--- config.mk ---
export PLATFORM = sky130hd
export DESIGN_NAME = channel_fir_multi
export DESIGN_NICKNAME = d
export VERILOG_FILES = /design/src/rtl/channel_fir_multi.sv
export SDC_FILE = /design/constraint.sdc
export NUM_CORES = 2
export LEC_CHECK = 0
export ABC_AREA = 0
export CAP_MARGIN = 20
export CORE_MARGIN = 2
export CORE_UTILIZATION = 65
export DETAILED_ROUTE_END_ITERATION = 7
export PLACE_DENSITY = 0.83
export SYNTH_ARGS = -nofsm -noshare
export SYNTH_HDL_FRONTEND = slang
export SYNTH_SLANG_ARGS = --single-unit
export TNS_END_PERCENT = 20
--- constraint.sdc ---
create_clock -name clk -period 4.7 [get_ports clk]
set_clock_uncertainty 0.05 [all_clocks]
set_input_delay 0.94 -clock clk [delete_from_list [all_inputs] [get_ports clk]]
set_output_delay 0.94 -clock clk [all_outputs]
set_load 0.02 [all_outputs]
--- src/rtl/channel_fir_multi.sv ---
// channel_fir_multi
// Symbol-rate discrete-time channel emulator. Each of NUM_CH lanes runs an
// independent NUM_TAP-tap FIR pulse response (tap 0 is the cursor), so the
// TX symbol stream picks up inter-symbol interference before it reaches the
// RX sampler model. Coefficients are written into a shadow bank and swapped
// into the active bank on the first symbol strobe after a commit request.
// That symbol still uses the old taps, and the next one uses the new taps.
//
// Optional feature macro: CHANNEL_XTALK_EN
//   When defined, each lane k also holds a crosstalk coefficient xt[k]
//   (written with cfg_tap == NUM_TAP). The term xt[k] * sym[(k+1) mod NUM_CH]
//   is added to lane k, and OUT_W grows by one bit.
//
// Ports
//   clk        in   symbol-rate clock
//   rst        in   synchronous reset, active-high
//   in_valid   in   symbol strobe, one new symbol per lane
//   in_sym     in   lane symbols, lane k at [k*SYM_W +: SYM_W], signed
//   out_valid  out  output sample strobe, 2 cycles after in_valid
//   out_sample out  lane outputs, lane k at [k*OUT_W +: OUT_W], signed
//   cfg_valid  in   coefficient write request
//   cfg_ready  out  coefficient write accept (low while a commit is pending)
//   cfg_ch     in   target lane
//   cfg_tap    in   target tap index
//   cfg_coef   in   coefficient value, Q(COEF_W-2)
//   cfg_commit in   request shadow-to-active swap
module channel_fir_multi #(
  parameter int NUM_CH  = 2,
  parameter int NUM_TAP = 8,
  parameter int SYM_W   = 3,
  parameter int COEF_W  = 12,
  localparam int CH_W   = (NUM_CH > 1) ? $clog2(NUM_CH) : 1,
  localparam int TAP_W  = $clog2(NUM_TAP + 1),
`ifdef CHANNEL_XTALK_EN
  localparam int OUT_W  = SYM_W + COEF_W + $clog2(NUM_TAP) + 1
`else
  localparam int OUT_W  = SYM_W + COEF_W + $clog2(NUM_TAP)
`endif
) (
  input  logic                     clk,
  input  logic                     rst,
  input  logic                     in_valid,
  input  logic [NUM_CH*SYM_W-1:0]  in_sym,
  output logic                     out_valid,
  output logic [NUM_CH*OUT_W-1:0]  out_sample,
  input  logic                     cfg_valid,
  output logic                     cfg_ready,
  input  logic [CH_W-1:0]          cfg_ch,
  input  logic [TAP_W-1:0]         cfg_tap,
  input  logic [COEF_W-1:0]        cfg_coef,
  input  logic                     cfg_commit
);

  localparam int PROD_W = SYM_W + COEF_W;

  typedef logic signed [SYM_W-1:0]  sym_t;
  typedef logic signed [COEF_W-1:0] coef_t;
  typedef logic signed [PROD_W-1:0] prod_t;
  typedef enum logic {IDLE, PEND} state_t;

  localparam coef_t UNITY = {2'b01, {(COEF_W-2){1'b0}}};

  state_t state_q, state_d;
  logic   commit;

  coef_t rst_bank [NUM_CH][NUM_TAP];
  coef_t shadow_q [NUM_CH][NUM_TAP];
  coef_t shadow_d [NUM_CH][NUM_TAP];
  coef_t active_q [NUM_CH][NUM_TAP];
  coef_t active_d [NUM_CH][NUM_TAP];

  sym_t  win    [NUM_CH][NUM_TAP];
  sym_t  hist_q [NUM_CH][NUM_TAP-1];
  sym_t  hist_d [NUM_CH][NUM_TAP-1];
  prod_t prod_q [NUM_CH][NUM_TAP];
  prod_t prod_d [NUM_CH][NUM_TAP];

  logic                       valid1_q;
  logic                       valid2_q;
  logic signed [OUT_W-1:0]    sum_d [NUM_CH];
  logic [NUM_CH*OUT_W-1:0]    out_q;
  logic [NUM_CH*OUT_W-1:0]    out_d;

`ifdef CHANNEL_XTALK_EN
  coef_t xt_shadow_q [NUM_CH];
  coef_t xt_shadow_d [NUM_CH];
  coef_t xt_active_q [NUM_CH];
  coef_t xt_active_d [NUM_CH];
  prod_t xt_prod_q   [NUM_CH];
  prod_t xt_prod_d   [NUM_CH];
`endif

  // Commit handshake. A commit request parks the FSM in PEND with writes
  // blocked. The swap happens on the next symbol edge, so a lane never
  // switches banks partway through a symbol.
  always_comb begin
    state_d   = state_q;
    cfg_ready = 1'b0;
    commit    = 1'b0;
    case (state_q)
      IDLE: begin
        cfg_ready = 1'b1;
        if (cfg_commit) state_d = PEND;
      end
      PEND: begin
        if (in_valid) begin
          commit  = 1'b1;
          state_d = IDLE;
        end
      end
      default: state_d = IDLE;
    endcase
  end

  // Identity channel used as the reset image of both banks.
  always_comb begin
    for (int c = 0; c < NUM_CH; c++) begin
      for (int t = 0; t < NUM_TAP; t++) begin
        rst_bank[c][t] = (t == 0) ? UNITY : '0;
      end
    end
  end

  // Shadow writes decode lane and tap by comparison, so indices outside the
  // bank simply match nothing and the write is dropped.
  // The active bank copies the whole shadow bank on commit.
  always_comb begin
    shadow_d = shadow_q;
    active_d = active_q;
`ifdef CHANNEL_XTALK_EN
    xt_shadow_d = xt_shadow_q;
    xt_active_d = xt_active_q;
`endif
    if (cfg_valid && cfg_ready) begin
      for (int c = 0; c < NUM_CH; c++) begin
        for (int t = 0; t < NUM_TAP; t++) begin
          if (int'(cfg_ch) == c && int'(cfg_tap) == t) shadow_d[c][t] = cfg_coef;
        end
`ifdef CHANNEL_XTALK_EN
        if (int'(cfg_ch) == c && int'(cfg_tap) == NUM_TAP) xt_shadow_d[c] = cfg_coef;
`endif
      end
    end
    if (commit) begin
      active_d = shadow_q;
`ifdef CHANNEL_XTALK_EN
      xt_active_d = xt_shadow_q;
`endif
    end
  end

  // The FIR window is the incoming symbol plus the stored history.
  // Products are formed from the bank as it stands before this edge. On a
  // commit edge, the committing symbol therefore still sees the old taps.
  // History only advances on a strobe, so idle cycles do not age the channel.
  always_comb begin
    hist_d = hist_q;
    for (int c = 0; c < NUM_CH; c++) begin
      win[c][0] = sym_t'(in_sym[c*SYM_W +: SYM_W]);
      for (int t = 1; t < NUM_TAP; t++) begin
        win[c][t] = hist_q[c][t-1];
      end
      for (int t = 0; t < NUM_TAP; t++) begin
        prod_d[c][t] = prod_t'(win[c][t]) * prod_t'(active_q[c][t]);
      end
      if (in_valid) begin
        for (int t = 0; t < NUM_TAP-1; t++) begin
          hist_d[c][t] = win[c][t];
        end
      end
    end
`ifdef CHANNEL_XTALK_EN
    for (int c = 0; c < NUM_CH; c++) begin
      xt_prod_d[c] = prod_t'(win[(c+1) % NUM_CH][0]) * prod_t'(xt_active_q[c]);
    end
`endif
  end

  // Second pipeline stage. Registered products are summed at full width,
  // and the result is held in the output register until the next strobe.
  always_comb begin
    out_d = out_q;
    for (int c = 0; c < NUM_CH; c++) begin
      sum_d[c] = '0;
      for (int t = 0; t < NUM_TAP; t++) begin
        sum_d[c] = sum_d[c] + OUT_W'(prod_q[c][t]);
      end
`ifdef CHANNEL_XTALK_EN
      sum_d[c] = sum_d[c] + OUT_W'(xt_prod_q[c]);
`endif
      if (valid1_q) out_d[c*OUT_W +: OUT_W] = sum_d[c];
    end
  end

  // State registers. Reset flushes the pipeline valid bits, so symbols
  // accepted before reset never produce an output strobe.
  always_ff @(posedge clk) begin
    if (rst) begin
      state_q  <= IDLE;
      shadow_q <= rst_bank;
      active_q <= rst_bank;
      hist_q   <= '{default: '0};
      prod_q   <= '{default: '0};
      valid1_q <= 1'b0;
      valid2_q <= 1'b0;
      out_q    <= '0;
`ifdef CHANNEL_XTALK_EN
      xt_shadow_q <= '{default: '0};
      xt_active_q <= '{default: '0};
      xt_prod_q   <= '{default: '0};
`endif
    end else begin
      state_q  <= state_d;
      shadow_q <= shadow_d;
      active_q <= active_d;
      hist_q   <= hist_d;
      valid1_q <= in_valid;
      valid2_q <= valid1_q;
      out_q    <= out_d;
      if (in_valid) prod_q <= prod_d;
`ifdef CHANNEL_XTALK_EN
      xt_shadow_q <= xt_shadow_d;
      xt_active_q <= xt_active_d;
      if (in_valid) xt_prod_q <= xt_prod_d;
`endif
    end
  end

  assign out_valid  = valid2_q;
  assign out_sample = out_q;

endmodule
; ---- After elaboration in Yosys (flattened, before gate mapping)
; Index checks and enable logic that the tools add are counted.
[word_totals]
ram_bits = 0
mem_bits_ro = 0
inputBits = 28
out_inout_bits = 38
mem_count = 0
ff_bits = 705
latch_bits = 0
[op_classes]
mul = 16
addsub = 14
n_eq_ne = 7
n_reduce_logical = 34
n_shift = 0
n_mux = 6
div_mod_pow = 0
n_bitwise = 2
n_lt_le_gt_ge = 0
[op_table]
columns = cell, n
row1 = multiplier 3 x 12 -> 15 bit, 16
row2 = adder 18 x 15 -> 18 bit, 8
row3 = adder 17 x 15 -> 18 bit, 2
row4 = adder 16 x 15 -> 17 bit, 2
row5 = adder 15 x 15 -> 16 bit, 2
row6 = AND reduction 2 bit, 16
row7 = logical AND 1 bit, 17
row8 = "== test 4 bit, second input constant", 4
row9 = "== test 4 x 3 -> 1 bit, second input constant", 2
row10 = 2-to-1 mux 1 bit, 5
row11 = "== test 4 x 2 -> 1 bit, second input constant", 1
row12 = logical NOT 4 bit, 1
row13 = inverter 1 bit, 2
row14 = one-hot mux 1 bit (2 select lines), 1

; ---- Logic depth before layout (Yosys ltp)
[depth]
word_depth = 7
depth_mapped = 17
ltp_nobuf = 17

; ---- Worst setup path after synthesis
; Ideal clock, no wire load.
[synth_timing]
path_type = register to register
start = reg prod_q[47] (netlist name)
end = reg out_q[32], in the netlist out_sample[32]
arrival_time_ns = 4.111
slack_ns = 0.408
n_path_buf = 0
path_stages_with_launch = 17
period_less_slack_ns = 4.292
setup_ns = 0.130
cell_sequence = dfxtp_1 inv_1 fa_1 inv_1 fa_1 fa_1 inv_1 fa_1 inv_1 ha_1 fa_1 a21o_1 a221o_1 a21boi_1 o21ai_0 xnor2_1 o21ai_0
[synth_via]
elab_chain_len = 4
[synth_rtl]
columns = element, line
row1 = start: declaration, 75  ; prod_t prod_q [NUM_CH][NUM_TAP];
row2 = start signal: assignment, 220  ; if (in_valid) prod_q <= prod_d;
row3 = adder 18 x 15 -> 18 bit (4 in series), 186  ; sum_d[c] = sum_d[c] + OUT_W'(prod_q[c][t]);
row4 = end signal: assignment, 219  ; out_q <= out_d;
row5 = end: declaration, 81  ; logic [NUM_CH*OUT_W-1:0] out_q;
; Every way passes these cells.
; A chain may end at the register's enable or synchronous reset.

; ---- Worst setup path after layout
[layout_timing]
start = reg prod_q[167] (netlist name)
end = reg out_q[14], in the netlist out_sample[14]
; The elaborated chain is that of the path after synthesis.

==> impl_metrics.yaml <==
critical_path:
  crit_slowest_cell: "sky130_fd_sc_hd__fa_1"
  critical_path_type: "reg -> reg"
  timing.critical_path.to_type: "flop"
  timing.critical_path.cells: "inv_1, fa_1, inv_1, fa_1, fa_1, inv_1, fa_1, inv_1, ha_1, inv_2, fa_2, nor2b_4, o31a_1, o31a_4, o2111ai_2, a2111oi_2, a311o_1"
  crit_arrival_ps: 5030
  worst_reg2reg_path_startpoint: "prod_q[167]$_SDFFE_PP0P_"
  reg2reg_to: "out_sample[14]$_SDFFE_PP0P_"
  worst_r2r_path_depth: 17
  critPathMaxStageDelay_ps: 530
  worst_ep_required_time_ps: 5170
  worst-path-max-fanout: 5
  reg2reg_setup_slack_ps: 140
  critical_path.startpoint_type: "flop"
synthesis:
  yosys.cell_types.count: 76
  synth.yosys.seq_area_share_pct: 28.7
  synth-seq-cells: 705
  yosys_most_used_dff: "sky130_fd_sc_hd__dfxtp_1"
  synthCells: 5740
  netlist_area_um2: 49200
  ys.warnings.count: 0
  syn-num-nets: 6582
  average_cell_area_after_synthesis_um2: 8.57
  synth_edf_count: 0
  async_flop_share_pct: 0
finish:
  seqCellArea_um2: 14100
  final.fill_count: 5528
  layout_commonest_cell: "sky130_fd_sc_hd__nand2_1"
  mostFrequentLayoutCells: "871 x sky130_fd_sc_hd__nand2_1, 793 x sky130_fd_sc_hd__inv_1, 704 x sky130_fd_sc_hd__dfxtp_1"
  post_synthesis_to_final_layout_area_growth_pct: 8.48
  layout-drive-gt1-share_pct: 4.29
  final_design_area_no_fill_um2: 53300
  num_antenna_cells: 0
  multi_input_area_um2: 31100
  final_net_count: 6537
sta:
  fmaxAchievable_mhz: 219
  max_slew.worst_pin.slew_ps: 1020
  final-max-slew-violation-count: 0
  setup_viol_count_final: 0
  period_share_pct: 97.0
  period_minus_slack_ps: 4560
  hold_violations: 0
  timing.slew.headroom_pct: 31.7
  unrepaired_setup_endpoints_after_global_routing: "yes"
  finalSetupTns_ps: 0
  hold_ws_ps: 398
pwr:
  power_per_cell_area_nw_per_um2: 264
  switching_share_pct: 26.1
  p_int_uw: 10400
  leakagePower_uw: 0.0255
  power.share.sequential_pct: 43.7
  switching_power_uw: 3680
  comb_power_share_pct: 10.4
  clock_power_share_pct: 45.9
  irDropWorstVdd_mv: 0.265
cts:
  clock_tree.root_cell: "sky130_fd_sc_hd__clkbuf_16"
  clk_path_buf_depth: 3
  tritoncts: "built"
  worst_setup_hold_path_clk_slew_ps: 60
  cts.htree.levels: 3
  worst_skew_pair.late_latency_ps: 640
  tritoncts_num_sinks: 705
  cts_inserted_buffers: 76
drt:
  drt-vias-per-instance: 5.83
  totalWireLength_um: 128000
  post_drt_wl_per_cell_um: 19.0
  drt_first_iter_violations: 3325
  drc: 0
  dr.pass1.iters: 5
  routed-via-count: 39218
  drt.antenna.violating_nets: 0
floorplan:
  die_height_um: 279
  io-pin-count: 66
  core_area_um2: 74700
  die_area_um2: 77900
  placement_rows: 100
  dieWidth_um: 279
  effective_utilization_at_floorplan_pct: 65.8
min_path:
  whs_path_depth: 2
  hold-path-endpoint: "active_q[134]$_SDFFE_PP0P_"
  min_path_type: "reg -> reg"
  hold_path.startpoint: "shadow_q[134]$_SDFFE_PP0P_"
placed_design:
  detailed_place.area_um2: 50600
  hpwl_um: 93100
  place.port_buffers: 65
  finalWeightedCongestion: 0.964
global_routing:
  antenna_violations_before_repair: 2
  grt_first_pass_wirelength_um: 204000
  globalRoute.totalOverflow: 0
  groute.usage.overall_pct: 33.0
  grt_pass1_vias: 38153
  grt_max_degree: 209
flow_run:
  max-cap-violations: 0
run_status:
  result_of_the_run: "complete, no violations"
==> metal layers <==
layer / up-vias / global-route usage, % / share of wire [%]
met5: - / 0 / 0.010
li1: 18386 / - / -
met2: 1457 / 51.8 / 44
met4: 2 / 11.8 / 3.7
met3: 288 / 6.18 / 9.2
met1: 19085 / 45.7 / 43
==> synth_stat cells, drive strengths merged, types with 15 or more instances <==
library cell	n	area share, %
ha	420	11
nand2b	179	2.3
xnor2	104	1.9
a211oi	92	1.4
xor2	57	1.0
buf	60	0.62
o21bai	17	0.26
nor2	493	3.8
nor3	35	0.37
and3	30	0.38
o21a	25	0.38
nand4	15	0.19
clkbuf	195	1.5
a31oi	20	0.28
a21oi	376	3.9
o21ai	186	1.9
inv	794	6.1
nor2b	19	0.26
fa	394	16
and2	58	0.74
dfxtp	705	29
nand2	873	6.7
nand3	45	0.46
mux2i	337	6.9
a21o	67	1.0
==> metrics by stage <==
step	cells	total power (uW)	utilization, %	setup WS [ps]
2_1_floorplan	5740	7190	-	408
6_report	6727	14100	71.4	141
3_5_place_dp	6585	7700	67.8	74.2
3_3_place_gp	6583	7660	67.7	150
5_1_grt	6727	14500	71.4	-4.48
4_1_cts	6726	14100	71.4	56.6
==> state kept, by name (all words and copies together) (netlist names) <==
name	cells
prod_q	240
hist_q	42
shadow_q	192
out_valid	1
state_q	1
out_sample	36
valid1_q	1
active_q	192
==> cell type report <==
class | instances | area share (%)
clock buffers | 108 | 4.25
well taps | 969 | 2.27
inverters | 795 | 5.59
multi-input cells | 3985 | 58.3
repair buffers | 132 | 2.35
flip-flops and latches | 705 | 26.5
clock inverters | 33 | 0.807
==> timing repair <==
item | 4_1_cts | 5_1_grt
pin swaps | 0 | 3
hold buffers | 0 | 0
buffers inserted | 0 | 1
setup endpoints to repair | 1 | 5
gates resized for setup | 1 | 6
==> kinds of logic after synthesis <==
logic type               count (synthesis)  synth area share (%)
XOR/XNOR                               161                  2.87
multiplexers                           337                  6.86
AND/OR/NAND/NOR                       1793                  15.8
flip-flops                             705                  28.7
AO/OA/AOI/OAI                          880                  10.9
adder cells (fa/ha/maj)                814                  26.7
buffers and inverters                 1050                  8.18
==> critical path, delay by kind of cell (launching register included) <==
family,cells,cell delay (ps)
buf+inv,5,270
flops,1,340
simple gates,1,50
fa+ha+maj,6,2430
compound gates,5,1300
==> power by group through the flow <==
stage               Sequential, uW  Combinational [uW]  Clock, uW
finish                        6150                1460       6460
global route                  6160                1590       6710
CTS                           6150                1440       6480
detailed placement            6280                1430          0
global placement              6280                1390          0
floorplan                     6270                 927          0
==> worst max-delay path by stage <==
stage	endpoint	startpoint	cells past startpoint	slack [ps]
final	out_sample[14]$_SDFFE_PP0P_	prod_q[167]$_SDFFE_PP0P_	17	140
after global routing	out_sample[14]$_SDFFE_PP0P_	prod_q[167]$_SDFFE_PP0P_	17	-4
after CTS	out_sample[32]$_SDFFE_PP0P_	prod_q[62]$_SDFFE_PP0P_	16	60
after detailed placement	prod_q[238]$_SDFFE_PP0P_	in_sym[0]	14	70
after global placement	out_sample[32]$_SDFFE_PP0P_	prod_q[47]$_SDFFE_PP0P_	16	150
after floorplan	out_sample[32]$_SDFFE_PP0P_	prod_q[47]$_SDFFE_PP0P_	16	410
No activity file was read; power rests on OpenSTA's default activity.
